$ cat config.mk
export PLATFORM = sky130hd
export DESIGN_NAME = dcache_lsu_flat
export DESIGN_NICKNAME = d
export VERILOG_FILES = /design/src/rtl/dcache_lsu_if.sv /design/src/rtl/dcache_lsu.sv /design/src/flat_wrapper.sv
export SDC_FILE = /design/constraint.sdc
export NUM_CORES = 1
export LEC_CHECK = 0
export ABC_AREA = 1
export CAP_MARGIN = 20
export CELL_PAD_IN_SITES_DETAIL_PLACEMENT = 0
export CELL_PAD_IN_SITES_GLOBAL_PLACEMENT = 1
export CORE_ASPECT_RATIO = 2
export CORE_MARGIN = 2
export CORE_UTILIZATION = 31
export DETAILED_ROUTE_END_ITERATION = 10
export PLACE_DENSITY_LB_ADDON = 0.1
export REMOVE_ABC_BUFFERS = 1
export SLEW_MARGIN = 25
export SYNTH_ARGS = -nofsm -noshare
export SYNTH_HDL_FRONTEND = slang
export SYNTH_SLANG_ARGS = --single-unit
$ cat constraint.sdc
create_clock -name clk -period 2.82 [get_ports clk]
set_input_delay 0.564 -clock clk [delete_from_list [all_inputs] [get_ports clk]]
set_output_delay 0.564 -clock clk [all_outputs]
set_load 0.01 [all_outputs]
$ cat src/rtl/dcache_lsu_if.sv
// rtl/dcache_lsu_if.sv - request/response bus between dcache_lsu and dcache
//
// Signals (master = load/store unit, slave = data cache):
//   dcache_addr     master->slave  registered byte address
//   dcache_in       master->slave  store data, right-justified, masked to width
//   dcache_wordlen  master->slave  0 byte, 1 half, 2 word
//   dcache_rdreq    master->slave  read strobe, held until accepted
//   dcache_wrreq    master->slave  write strobe, held until accepted
//   dcache_busy     slave->master  cache cannot take a request this edge
//   dcache_valid    slave->master  read data valid
//   dcache_out      slave->master  read item, right-justified, zero-extended
interface dcache_lsu_if #(
  parameter int DATABITS = 32,
  parameter int ADDRBITS = 32
);
  logic [ADDRBITS-1:0] dcache_addr;
  logic [DATABITS-1:0] dcache_in;
  logic [1:0]          dcache_wordlen;
  logic                dcache_rdreq;
  logic                dcache_wrreq;
  logic                dcache_busy;
  logic                dcache_valid;
  logic [DATABITS-1:0] dcache_out;

  modport master (
    output dcache_addr, dcache_in, dcache_wordlen, dcache_rdreq, dcache_wrreq,
    input  dcache_busy, dcache_valid, dcache_out
  );

  modport slave (
    input  dcache_addr, dcache_in, dcache_wordlen, dcache_rdreq, dcache_wrreq,
    output dcache_busy, dcache_valid, dcache_out
  );
endinterface

$ cat src/rtl/dcache_lsu.sv
// rtl/dcache_lsu.sv - single-outstanding RV32 load/store unit in front of dcache
//
// Ports:
//   clk, reset          clock, synchronous active-high reset
//   lsu_load/lsu_store  request strobes, sampled only while lsu_ready
//   lsu_funct3          000 B, 001 H, 010 W, 100 BU, 101 HU
//   lsu_addr/lsu_wdata  byte address and right-justified store data
//   lsu_rd_in           destination tag, echoed on lsu_rd_out
//   lsu_ready           high while idle
//   lsu_done            one-cycle completion pulse; lsu_err/lsu_rdata/lsu_rd_out valid with it
//   lsu_err             0 ok, 1 misaligned, 2 timeout, 3 illegal
//   dc                  cache-side bus (master modport)
module dcache_lsu #(
  parameter int DATABITS = 32,
  parameter int ADDRBITS = 32,
  parameter int TIMEOUT  = 1023
) (
  input  logic                clk,
  input  logic                reset,
  input  logic                lsu_load,
  input  logic                lsu_store,
  input  logic [2:0]          lsu_funct3,
  input  logic [ADDRBITS-1:0] lsu_addr,
  input  logic [DATABITS-1:0] lsu_wdata,
  input  logic [4:0]          lsu_rd_in,
  output logic                lsu_ready,
  output logic                lsu_done,
  output logic [1:0]          lsu_err,
  output logic [DATABITS-1:0] lsu_rdata,
  output logic [4:0]          lsu_rd_out,
  dcache_lsu_if.master        dc
);

  typedef enum logic [1:0] {S_IDLE, S_ISSUE, S_WAIT_RD, S_DONE} state_e;

  localparam logic [9:0] TIMEOUT_CNT  = 10'(TIMEOUT);
  localparam logic [1:0] ERR_OK       = 2'd0;
  localparam logic [1:0] ERR_MISALIGN = 2'd1;
  localparam logic [1:0] ERR_TIMEOUT  = 2'd2;
  localparam logic [1:0] ERR_ILLEGAL  = 2'd3;

  state_e              state_q, state_d;
  logic [ADDRBITS-1:0] addr_q, addr_d;
  logic [DATABITS-1:0] wdata_q, wdata_d;
  logic [DATABITS-1:0] rdata_q, rdata_d;
  logic [2:0]          funct3_q, funct3_d;
  logic [4:0]          rd_q, rd_d;
  logic                is_load_q, is_load_d;
  logic [1:0]          err_q, err_d;
  logic [9:0]          cnt_q, cnt_d;

  logic                req_illegal;
  logic                req_misaligned;
  logic [DATABITS-1:0] wdata_masked;
  logic [DATABITS-1:0] load_ext;

  // Request classification from the live pipeline inputs (only used in IDLE).
  always_comb begin
    req_illegal = (lsu_load && lsu_store)
                || (lsu_funct3[1:0] == 2'b11)
                || (lsu_store && lsu_funct3[2])
                || (lsu_load && (lsu_funct3[2:1] == 2'b11));

    case (lsu_funct3[1:0])
      2'b01:   req_misaligned = lsu_addr[0];
      2'b10:   req_misaligned = (lsu_addr[1:0] != 2'b00);
      default: req_misaligned = 1'b0;
    endcase

    wdata_masked = lsu_wdata;
    case (lsu_funct3[1:0])
      2'b00: begin
        wdata_masked       = '0;
        wdata_masked[7:0]  = lsu_wdata[7:0];
      end
      2'b01: begin
        wdata_masked       = '0;
        wdata_masked[15:0] = lsu_wdata[15:0];
      end
      default: wdata_masked = lsu_wdata;
    endcase
  end

  // Extension of the returned item according to the captured funct3.
  always_comb begin
    load_ext = dc.dcache_out;
    case (funct3_q)
      3'b000:  load_ext = {{(DATABITS-8){dc.dcache_out[7]}},   dc.dcache_out[7:0]};
      3'b100:  load_ext = {{(DATABITS-8){1'b0}},               dc.dcache_out[7:0]};
      3'b001:  load_ext = {{(DATABITS-16){dc.dcache_out[15]}}, dc.dcache_out[15:0]};
      3'b101:  load_ext = {{(DATABITS-16){1'b0}},              dc.dcache_out[15:0]};
      default: load_ext = dc.dcache_out;
    endcase
  end

  always_comb begin
    state_d   = state_q;
    addr_d    = addr_q;
    wdata_d   = wdata_q;
    rdata_d   = rdata_q;
    funct3_d  = funct3_q;
    rd_d      = rd_q;
    is_load_d = is_load_q;
    err_d     = err_q;
    cnt_d     = cnt_q;

    case (state_q)
      S_IDLE: begin
        if (lsu_load || lsu_store) begin
          addr_d    = lsu_addr;
          wdata_d   = wdata_masked;
          funct3_d  = lsu_funct3;
          rd_d      = lsu_rd_in;
          is_load_d = lsu_load;
          rdata_d   = '0;
          cnt_d     = '0;
          if (req_illegal) begin
            err_d   = ERR_ILLEGAL;
            state_d = S_DONE;
          end else if (req_misaligned) begin
            err_d   = ERR_MISALIGN;
            state_d = S_DONE;
          end else begin
            err_d   = ERR_OK;
            state_d = S_ISSUE;
          end
        end
      end

      S_ISSUE: begin
        // The strobe is a function of state only, so it and the address stay
        // stable for as long as the cache reports busy.
        if (!dc.dcache_busy) begin
          if (is_load_q) begin
            cnt_d   = '0;
            state_d = S_WAIT_RD;
          end else begin
            err_d   = ERR_OK;
            state_d = S_DONE;
          end
        end
      end

      S_WAIT_RD: begin
        // A response arriving in the same cycle the counter expires still wins.
        if (dc.dcache_valid) begin
          rdata_d = load_ext;
          err_d   = ERR_OK;
          state_d = S_DONE;
        end else if (cnt_q == TIMEOUT_CNT) begin
          rdata_d = '0;
          err_d   = ERR_TIMEOUT;
          state_d = S_DONE;
        end else begin
          cnt_d = cnt_q + 10'd1;
        end
      end

      S_DONE: state_d = S_IDLE;

      default: state_d = S_IDLE;
    endcase
  end

  always_ff @(posedge clk) begin
    if (reset) begin
      state_q   <= S_IDLE;
      addr_q    <= '0;
      wdata_q   <= '0;
      rdata_q   <= '0;
      funct3_q  <= 3'b010;
      rd_q      <= '0;
      is_load_q <= 1'b0;
      err_q     <= ERR_OK;
      cnt_q     <= '0;
    end else begin
      state_q   <= state_d;
      addr_q    <= addr_d;
      wdata_q   <= wdata_d;
      rdata_q   <= rdata_d;
      funct3_q  <= funct3_d;
      rd_q      <= rd_d;
      is_load_q <= is_load_d;
      err_q     <= err_d;
      cnt_q     <= cnt_d;
    end
  end

  assign lsu_ready         = (state_q == S_IDLE);
  assign lsu_done          = (state_q == S_DONE);
  assign lsu_err           = err_q;
  assign lsu_rdata         = rdata_q;
  assign lsu_rd_out        = rd_q;

  assign dc.dcache_addr    = addr_q;
  assign dc.dcache_in      = wdata_q;
  assign dc.dcache_wordlen = funct3_q[1:0];
  assign dc.dcache_rdreq   = (state_q == S_ISSUE) &&  is_load_q;
  assign dc.dcache_wrreq   = (state_q == S_ISSUE) && !is_load_q;

endmodule

$ cat src/flat_wrapper.sv
// flat-port wrapper written by rule: the top's interface ports become plain ports
module dcache_lsu_flat 
#(
  parameter int DATABITS = 32,
  parameter int ADDRBITS = 32,
  parameter int TIMEOUT  = 1023
)
  (clk, reset, lsu_load, lsu_store, lsu_funct3, lsu_addr, lsu_wdata, lsu_rd_in, lsu_ready, lsu_done, lsu_err, lsu_rdata, lsu_rd_out, dc_dcache_addr, dc_dcache_in, dc_dcache_wordlen, dc_dcache_rdreq, dc_dcache_wrreq, dc_dcache_busy, dc_dcache_valid, dc_dcache_out);
  dcache_lsu_if #(.DATABITS(DATABITS), .ADDRBITS(ADDRBITS)) dc_i ();
  input  logic clk;
  input  logic reset;
  input  logic lsu_load;
  input  logic lsu_store;
  input  logic [2:0] lsu_funct3;
  input  logic [ADDRBITS-1:0] lsu_addr;
  input  logic [DATABITS-1:0] lsu_wdata;
  input  logic [4:0] lsu_rd_in;
  output logic lsu_ready;
  output logic lsu_done;
  output logic [1:0] lsu_err;
  output logic [DATABITS-1:0] lsu_rdata;
  output logic [4:0] lsu_rd_out;
  output wire logic [$bits(dc_i.dcache_addr)-1:0] dc_dcache_addr;
  output wire logic [$bits(dc_i.dcache_in)-1:0] dc_dcache_in;
  output wire logic [$bits(dc_i.dcache_wordlen)-1:0] dc_dcache_wordlen;
  output wire logic [$bits(dc_i.dcache_rdreq)-1:0] dc_dcache_rdreq;
  output wire logic [$bits(dc_i.dcache_wrreq)-1:0] dc_dcache_wrreq;
  input wire logic [$bits(dc_i.dcache_busy)-1:0] dc_dcache_busy;
  input wire logic [$bits(dc_i.dcache_valid)-1:0] dc_dcache_valid;
  input wire logic [$bits(dc_i.dcache_out)-1:0] dc_dcache_out;
  assign dc_dcache_addr = dc_i.dcache_addr;
  assign dc_dcache_in = dc_i.dcache_in;
  assign dc_dcache_wordlen = dc_i.dcache_wordlen;
  assign dc_dcache_rdreq = dc_i.dcache_rdreq;
  assign dc_dcache_wrreq = dc_i.dcache_wrreq;
  assign dc_i.dcache_busy = dc_dcache_busy;
  assign dc_i.dcache_valid = dc_dcache_valid;
  assign dc_i.dcache_out = dc_dcache_out;
  dcache_lsu #(.DATABITS(DATABITS), .ADDRBITS(ADDRBITS), .TIMEOUT(TIMEOUT)) u_core (.clk(clk), .reset(reset), .lsu_load(lsu_load), .lsu_store(lsu_store), .lsu_funct3(lsu_funct3), .lsu_addr(lsu_addr), .lsu_wdata(lsu_wdata), .lsu_rd_in(lsu_rd_in), .lsu_ready(lsu_ready), .lsu_done(lsu_done), .lsu_err(lsu_err), .lsu_rdata(lsu_rdata), .lsu_rd_out(lsu_rd_out), .dc(dc_i));
endmodule
### After elaboration in Yosys (flattened, before gate mapping)

Cells that the tools add are included.

| storage, ports and cells | value |
|---|---|
| bits in registers | 119 |
| bits of input ports | 110 |
| output and inout bits | 109 |
| word-level logic and storage cells | 78 |

| cells by class | value |
|---|---|
| $add $sub $neg | 1 |
| equality and inequality tests | 18 |
| multiplexer cells | 29 |
| reductions and logical operators | 21 |

Operators with widths:

| cell | number |
|---|---|
| $pmux 32 s2 | 2 |
| $pmux 32 s4 | 1 |
| $mux 32 | 3 |
| $mux 10 | 5 |
| $pmux 10 s3 | 1 |
| $mux 2 | 12 |
| $add 10x1->10 const B | 1 |
| $eq 10x10->1 const B | 1 |
| $eq 2x2->1 const B | 5 |
| $ne 2x2->1 const B | 4 |
| $pmux 2 s4 | 1 |
| $eq 3x3->1 const B | 2 |
| $pmux 2 s3 | 1 |
| $reduce_and 3->1 | 2 |
| $reduce_and 6->1 | 1 |
| $logic_and 1x1->1 | 5 |
| $reduce_and 5->1 | 1 |
| $eq 2x1->1 const B | 2 |
| $logic_not 2->1 | 2 |
| $logic_or 1x1->1 | 4 |
| $ne 2x1->1 const B | 2 |
| $reduce_bool 2->1 | 2 |
| $eq 3x1->1 const B | 1 |
| $logic_not 3->1 | 1 |
| other kinds (6) | 7 |

### Depth between registers and ports, before layout

Gate-level depths: netlist of run 1.

| logic depth | value |
|---|---|
| word-level depth | 7 |
| gate-level depth with buffers | 10 |
| depth with buffers taken out | 10 |

### Worst setup path after synthesis of run 1

Ideal clock, no wire load.

| timing | value |
|---|---|
| kind | input -> register |
| start point | input port lsu_funct3[1] |
| end point | register u_core.wdata_q[16] (netlist: u_core.dc.dcache_in[16]) |
| setup time | 70 ps |
| data arrival time | 1,592 ps |
| required time | 2,750 ps |
| setup slack | 1,158 ps |
| cell stages on the path | 6 |
| path buffers | 1 |
| cells stage by stage | inv_1 ha_1 nor2_1 clkbuf_1 nand3_1 a21oi_1 |

| between the ends | value |
|---|---|
| cells in the longest elaborated chain, start to end | 2 |
| elaborated cells between the ends (all ways) | 3 |
| classes of those cells | eq/ne: 1; mux: 1; reduce/logical: 1 |

Ends and longest elaborated chain:

| item | RTL line | text |
|---|---|---|
| start, declared | flat_wrapper.sv:14 | `input logic [2:0] lsu_funct3;` |
| $eq 2x1->1 or $logic_not 2->1 (tied branches) | dcache_lsu.sv:71 | `case (lsu_funct3[1:0])` |
| $pmux 32 s2 (*) | dcache_lsu.sv:71 |  |
| end signal, assigned | dcache_lsu.sv:179 | `wdata_q <= wdata_d;` |
| end, declared | dcache_lsu.sv:44 | `logic [DATABITS-1:0] wdata_q, wdata_d;` |

Every way passes the cells marked *; elsewhere a longest branch is shown, timed or not.
A chain may end at the register's enable or synchronous reset.

### Worst setup path in the final report of run 1

| timing | value |
|---|---|
| start point | register u_core.state_q[1] |
| end point | output port dc_dcache_wrreq |

| between the ends | value |
|---|---|
| cells in the longest elaborated chain, start to end | 2 |

Ends and longest elaborated chain:

| item | RTL line | text |
|---|---|---|
| start, declared | dcache_lsu.sv:42 | `state_e state_q, state_d;` |
| start signal, assigned | dcache_lsu.sv:177 | `state_q <= state_d;` |
| $eq 2x1->1 | dcache_lsu.sv:199 | `assign dc.dcache_wrreq = (state_q == S_ISSUE) && !is_load_q;` |
| $logic_and 1x1->1 | dcache_lsu.sv:199 |  |
| end, declared | flat_wrapper.sv:27 | `output wire logic [$bits(dc_i.dcache_wrreq)-1:0] dc_dcache_wrreq;` |

No other way between the ends.

==> qor.yml, run 1 <==
worst_setup_path:
  crit_required_ps: 2260
  critPathCaptureType: "output port"
  worst_path_most_repeated_cell: "inv_1"
  path_buf_inv: 3
  critPathKind: "reg2out"
  critPathLaunchType: "flip-flop"
  crit_family: "buffers and inverters"
  crit_fanout: 4
  worstPathCellList: "inv_1 > ha_1 > nand2_1 > inv_1 > clkdlybuf4s50_1"
  slowest_delay_ps: 560
  crit_slowest_cell: "clkdlybuf4s50_1"
  critPathArrivalTime_ps: 1760
  reg2reg_slack_ps: 830
power:
  total_power_mw: 8.13
  switching_share_pct: 35.7
  leakage_nw: 3.42
  p_seq_share_pct: 29.5
  pwr-share-clk_pct: 28.7
  share_comb_of_total_power_pct: 41.8
  vdd_drop_max_mv: 0.527
  switching_power_mw: 2.90
  p_per_area_nw_per_um2: 986
  intPower_mw: 5.23
global_route:
  grt_pass1_wl_um: 25700
  grt_pass1_vias: 5292
  grt_use_total_pct: 18.0
  gr-total-overflow: 0
  grt_antenna_before_repair: 0
  grt_max_degree: 76
route:
  dr_total_vias: 5384
  firstDrtPassIters: 4
  vias_per_cell: 4.51
  routed_wl_um: 15900
  drc: 0
  final_antenna_net_count: 0
  drt-initial-drc-count: 138
  detail_route.wl_per_cell_um: 13.3
timing:
  rsz0062_at_grt: "no"
  slew_viol_final: 0
  fin_setup_tns_ps: 0
  max-slew-margin-rel_pct: 53.7
  hold_viol: 0
  tightest_slew_ps: 695
  period_minus_slack_ps: 2330
  period_share_pct: 82.5
  setup-violations-final: 0
  fin_skew_ps: 12.1
  fmax_mhz: 430
clock_tree:
  post-cts-setup-buffers: 0
  cts_max_level: 4
  cts_tree: "done"
  insertion_delay_ps: 410
  ctsLongestPathBuffers: 2
  cts_resized: 0
  cts.sinks: 119
  cts_buffers: 17
  root_buffer: "clkbuf_16"
  cts_hold_buffers: 0
  clk_pin_slew_ps: 60
synthesis:
  netlist_instances: 767
  ys_seq_area_share_pct: 45.8
  ys_ff_latch: 119
  yosysWarnings: 0
  postSynthAreaPerCell_sq_um: 6.78
  syn_area_sq_um: 5200
  yosysUniqueCellTypes: 27
finish:
  drive_gt1_share_pct: 5.87
  final_cell_mix: "clkdlybuf4s50_1 (218), nor2_1 (210), nand2_1 (153)"
  final_common_cell: "clkdlybuf4s50_1"
  antenna_cells: 0
  fin_nets: 1095
  design_area_sq_um: 8250
  area_growth_pct: 58.7
hold_path:
  hp-class: "reg2reg"
die:
  initial_utilization_pct: 31.3
  fp.dieH_um: 187
  fp.dieW_um: 95.6
  num_rows: 67
  io_pins: 219
  core_area_sq_um: 16600
  dieArea_sq_um: 17900
place:
  placed_area_sq_um: 7620
  finalWeightedCongestion: 0.749
  place_hpwl_um: 11000
  portBuffers: 218
outcome:
  status: "finished, final reports clean"
job:
  maxCapViolCount: 0
worst reg2reg max path: cells and delay by family (launching register included):
family | cells | cell delay [ps]
buffers and inverters | 3 | 830
AO/OA/AOI/OAI | 2 | 330
flip-flops | 1 | 320
adder cells (fa/ha/maj) | 1 | 280
AND/OR/NAND/NOR | 1 | 140
final timing paths:
kind | start | end | cells after the start
max reg2reg | u_core.state_q[1]$_SDFFE_PP0P_ | u_core.dc.dcache_addr[1]$_SDFFE_PP0P_ | 7
max | u_core.state_q[1]$_SDFFE_PP0P_ | dc_dcache_wrreq | 5
min reg2reg | u_core.dc.dcache_in[28]$_SDFFE_PP0P_ | u_core.dc.dcache_in[28]$_SDFFE_PP0P_ | 2
min | u_core.dc.dcache_in[28]$_SDFFE_PP0P_ | u_core.dc.dcache_in[28]$_SDFFE_PP0P_ | 2
area by class of cell:
class,count,area (sq um)
inverters,64,240
well taps,207,259
multi-input cells,543,2400
repair buffers,231,2330
clock buffers,18,439
flip-flops and latches,119,2380
fillers,1733,8350
clock inverters,13,195
stage by stage:
stage          util (%)  hold slack (ps)  cells  setup WS [ps]
4_1_cts            49.7              463   1195            454
5_1_grt            49.7              476   1195            367
3_5_place_dp       45.9              456   1164            465
3_3_place_gp       45.9              449   1164            532
2_1_floorplan         -              452    726          -1510
6_report           49.7              461   1195            493
cell families after synthesis:
kind of cell / share of synthesized area (%)
AND/OR/NAND/NOR: 32.6
flip-flops: 45.8
AO/OA/AOI/OAI: 11.4
buffers and inverters: 8.06
adder cells (fa/ha/maj): 2.17
flip-flops by register name (all words and copies together) (netlist names):
name / flops
u_core.cnt_q: 10
u_core.dc.dcache_addr: 32
u_core.dc.dcache_in: 32
u_core.funct3_q: 3
u_core.is_load_q: 1
u_core.lsu_err: 2
u_core.lsu_rd_out: 5
u_core.lsu_rdata: 32
u_core.state_q: 2
power groups by stage:
stage          Combinational [mW]  Sequential, mW  Clock [mW]
4_1_cts                      3.46            2.40        2.40
5_1_grt                      3.83            2.46        2.48
6_report                     3.40            2.40        2.33
3_5_place_dp                 3.44            2.43           0
3_3_place_gp                 3.42            2.42           0
2_1_floorplan                1.53            2.62           0
routing by layer:
layer	up-vias	wire length [um]	track usage, %
li1	2814	-	-
met1	2388	6990	22.1
met2	171	7380	28.9
met3	11	1390	7.13
met4	0	175	5.33
met5	-	0	0
Yosys cell counts:
library cell  instances  area (sq um)
clkbuf_1             27           101
nand3_4               1          17.5
nor2_2                1          6.26
nor3_2                1          10.0
o21ai_2               1          8.76
or2_1                 1          6.26
clkinv_1              1          3.75
dfxtp_1             119          2380
inv_2                 3          11.3
nand2_1             153           574
nor3b_1               1          7.51
ha_1                  9           113
nor2_4                2          22.5
buf_2                11          55.1
nand3_1              38           190
nand3b_1              1          7.51
o211ai_1              2          15.0
o21bai_1              1          7.51
nand4_1               5          31.3
nand2_2               1          6.26
a21oi_1              57           285
nand2_4               1          11.3
o21ai_0              55           275
nand3_2               1          10.0
inv_1                60           225
nor2_1              211           792
buf_4                 3          22.5
No activity file was read; power rests on OpenSTA's default activity.
==> run 2: changes to the inputs <==
--- a/config.mk
+++ b/config.mk
@@ -11,7 +11,7 @@
 export CELL_PAD_IN_SITES_GLOBAL_PLACEMENT = 1
 export CORE_ASPECT_RATIO = 2
 export CORE_MARGIN = 2
-export CORE_UTILIZATION = 31
+export CORE_UTILIZATION = 26
 export DETAILED_ROUTE_END_ITERATION = 10
 export PLACE_DENSITY_LB_ADDON = 0.1
 export REMOVE_ABC_BUFFERS = 1
==> constraint.sdc (replaced) <==
create_clock -name clk -period 1.95 [get_ports clk]
set_input_delay 0.39 -clock clk [delete_from_list [all_inputs] [get_ports clk]]
set_output_delay 0.39 -clock clk [all_outputs]
set_load 0.01 [all_outputs]
==> run 2 against run 1 <==
  * Global-route usage decreased by 0.74 points
  * Highest routed layer unchanged
  * First-iteration DRC count increased by 2.9%
  * Cell count grew 6.6%
  * Power grew 44%
  * Sequential power increased by 45%
  * Largest power group unchanged
  * Largest cell class is now non-clock buffers
  * Combinational power grew 54%
  * Clock skew decreased by 1.2 ps
  * Critical endpoint unchanged
  * Critical path depth unchanged
  * Hold slack better by 0.73 ps
  * Clock power grew 28%
  * Via count increased by 1.5%
==> qor.yml, run 2 (same netlist as run 1, synthesis figures left out) <==
place:
  portBuffers: 218  # unchanged
  finalWeightedCongestion: 0.783  # +4.6%
  dp_slack_ps: -6.48  # -472 ps
  place_hpwl_um: 13200  # +20%
global_route:
  gr-total-overflow: 0  # unchanged
  grt_pass1_vias: 5648  # +6.7%
  grt_use_total_pct: 17.3  # -0.74 points
  grt_pass1_wl_um: 28900  # +13%
  grt_antenna_before_repair: 0  # unchanged
  grt_max_degree: 43  # -43%
timing:
  slew_viol_final: 0  # unchanged
  whs_ps: 461  # +0.733 ps
  setup-violations-final: 0  # unchanged
  fin_setup_tns_ps: 0  # unchanged
  tightest_slew_ps: 412  # -283 ps
  fin_skew_ps: 10.9  # -1.24 ps
  max-slew-margin-rel_pct: 72.5  # +19 points
  rsz0062_at_grt: "no"
  layout_setup_ws_ps: 112  # -381 ps
  period_share_pct: 94.2
  fmax_mhz: 544
  period_minus_slack_ps: 1840
  hold_viol: 0  # unchanged
worst_setup_path:
  critPathKind: "reg2out"
  critPathLaunchType: "flip-flop"
  crit-reg2reg-launch: "u_core.cnt_q[1]$_SDFFE_PP0P_"
  crit_required_ps: 1560  # -700 ps
  critPathCaptureType: "output port"
  cp-startpoint: "u_core.state_q[1]$_SDFFE_PP0P_"
  critPathArrivalTime_ps: 1450  # -310 ps
  crit_fanout: 4  # unchanged
finish:
  antenna_cells: 0  # unchanged
  final_util_pct: 43.0  # -6.7 points
  area_growth_pct: 63.0
  final_common_cell: "clkdlybuf4s50_1"
  drive_gt1_share_pct: 8.40  # +2.5 points
  final_cell_mix: "clkdlybuf4s50_1 (214), nor2_1 (210), nand2_1 (153)"
  fin_nets: 1119  # +2.2%
power:
  leakage_nw: 3.55  # +3.7%
  vdd_drop_max_mv: 0.611  # +16%
  p_per_area_nw_per_um2: 1380  # +40%
clock_tree:
  cts_buffers: 17  # unchanged
  root_buffer: "clkbuf_16"
  cts_max_level: 4  # unchanged
  insertion_delay_ps: 410  # about the same
  cts_tree: "done"
  ctsLongestPathBuffers: 2  # unchanged
  clk_pin_slew_ps: 50  # about the same
  post-cts-setup-buffers: 0  # unchanged
  cts.sinks: 119  # unchanged
die:
  dieArea_sq_um: 21200  # +19%
  core_area_sq_um: 19700  # +19%
  fp.dieH_um: 204  # +9.0%
  fp.dieW_um: 104  # +8.8%
  io_pins: 219  # unchanged
  initial_utilization_pct: 26.4  # -5.0 points
  num_rows: 73  # +9.0%
route:
  dr_wl_met2_um: 9910  # +34%
  drc: 0  # unchanged
  firstDrtPassIters: 4  # unchanged
  wl_met1_um: 6780  # -3.0%
  dr_total_vias: 5466  # +1.5%
  vias_per_cell: 4.29  # -4.8%
  routed_wl_um: 18000  # +13%
  route.met3.wl_um: 1010  # -27%
  drt-initial-drc-count: 142  # +2.9%
  final_antenna_net_count: 0  # unchanged
  detail_route.wl_per_cell_um: 14.1  # +5.7%
  routed.top_layer: "met4"
hold_path:
  hp-class: "reg2reg"
  hold_start: "u_core.dc.dcache_in[16]$_SDFFE_PP0P_"
outcome:
  status: "finished, final reports clean"
job:
  maxCapViolCount: 0  # unchanged
## run 2: layout make-up
class                   instances  area, sq um
fillers                      2160        11300
multi-input cells             543         2410
clock inverters                 9         75.1
clock buffers                  22          484
inverters                      64          240
repair buffers                255         2550
flip-flops and latches        119         2380
well taps                     262          328
## run 2: metal layers
layer | track usage [%] | vias up
li1 | - | 2864
met1 | 17.3 | 2438
met2 | 33.6 | 152
met3 | 5.23 | 12
met4 | 5.60 | 0
met5 | 0 | -
## run 2: final timing paths
check / slack, ps / endpoint / cells past startpoint
max reg2reg: 240 / u_core.lsu_rdata[4]$_SDFFE_PP0P_ / 9
max: 110 / dc_dcache_wrreq / 5
min: 460 / u_core.dc.dcache_in[16]$_SDFFE_PP0P_ / 2
min reg2reg: 460 / u_core.dc.dcache_in[16]$_SDFFE_PP0P_ / 2
## run 2: timing repair
item	4_1_cts	5_1_grt
endpoints found under the setup margin	4	0
hold buffers	0	0
resized for setup	8	0
endpoints found under the hold margin	0	0
## run 2: metrics by stage
stage | total power, mW | cells | instance area (sq um)
2_1_floorplan | 5.99 | 726 | 5020
3_3_place_gp | 8.86 | 1243 | 7920
3_5_place_dp | 8.85 | 1243 | 7920
4_1_cts | 11.9 | 1274 | 8480
5_1_grt | 12.6 | 1274 | 8480
6_report | 11.7 | 1274 | 8480
## run 2: report_power, final
group          internal (mW)  switching (mW)  leakage (nW)
combinational           2.45            2.78          2.29
clock                   1.86            1.12         0.277
sequential              3.13           0.343         0.981
## run 2: critical path, stage by stage (launching register included)
cell,delay [ps]
dfxtp_1,360
inv_2,70
ha_2,190
nand2_1,90
inv_1,50
dlygate4sd2_1,280
==> run 3: changes to the inputs <==
--- a/config.mk
+++ b/config.mk
@@ -12,6 +12,7 @@
 export CORE_ASPECT_RATIO = 2
 export CORE_MARGIN = 2
 export CORE_UTILIZATION = 26
+export CTS_CLUSTER_SIZE = 14
 export DETAILED_ROUTE_END_ITERATION = 10
 export PLACE_DENSITY_LB_ADDON = 0.1
 export REMOVE_ABC_BUFFERS = 1
==> results of run 3 <==
The final DEF is identical to that of run 2; final timing and power are the same.
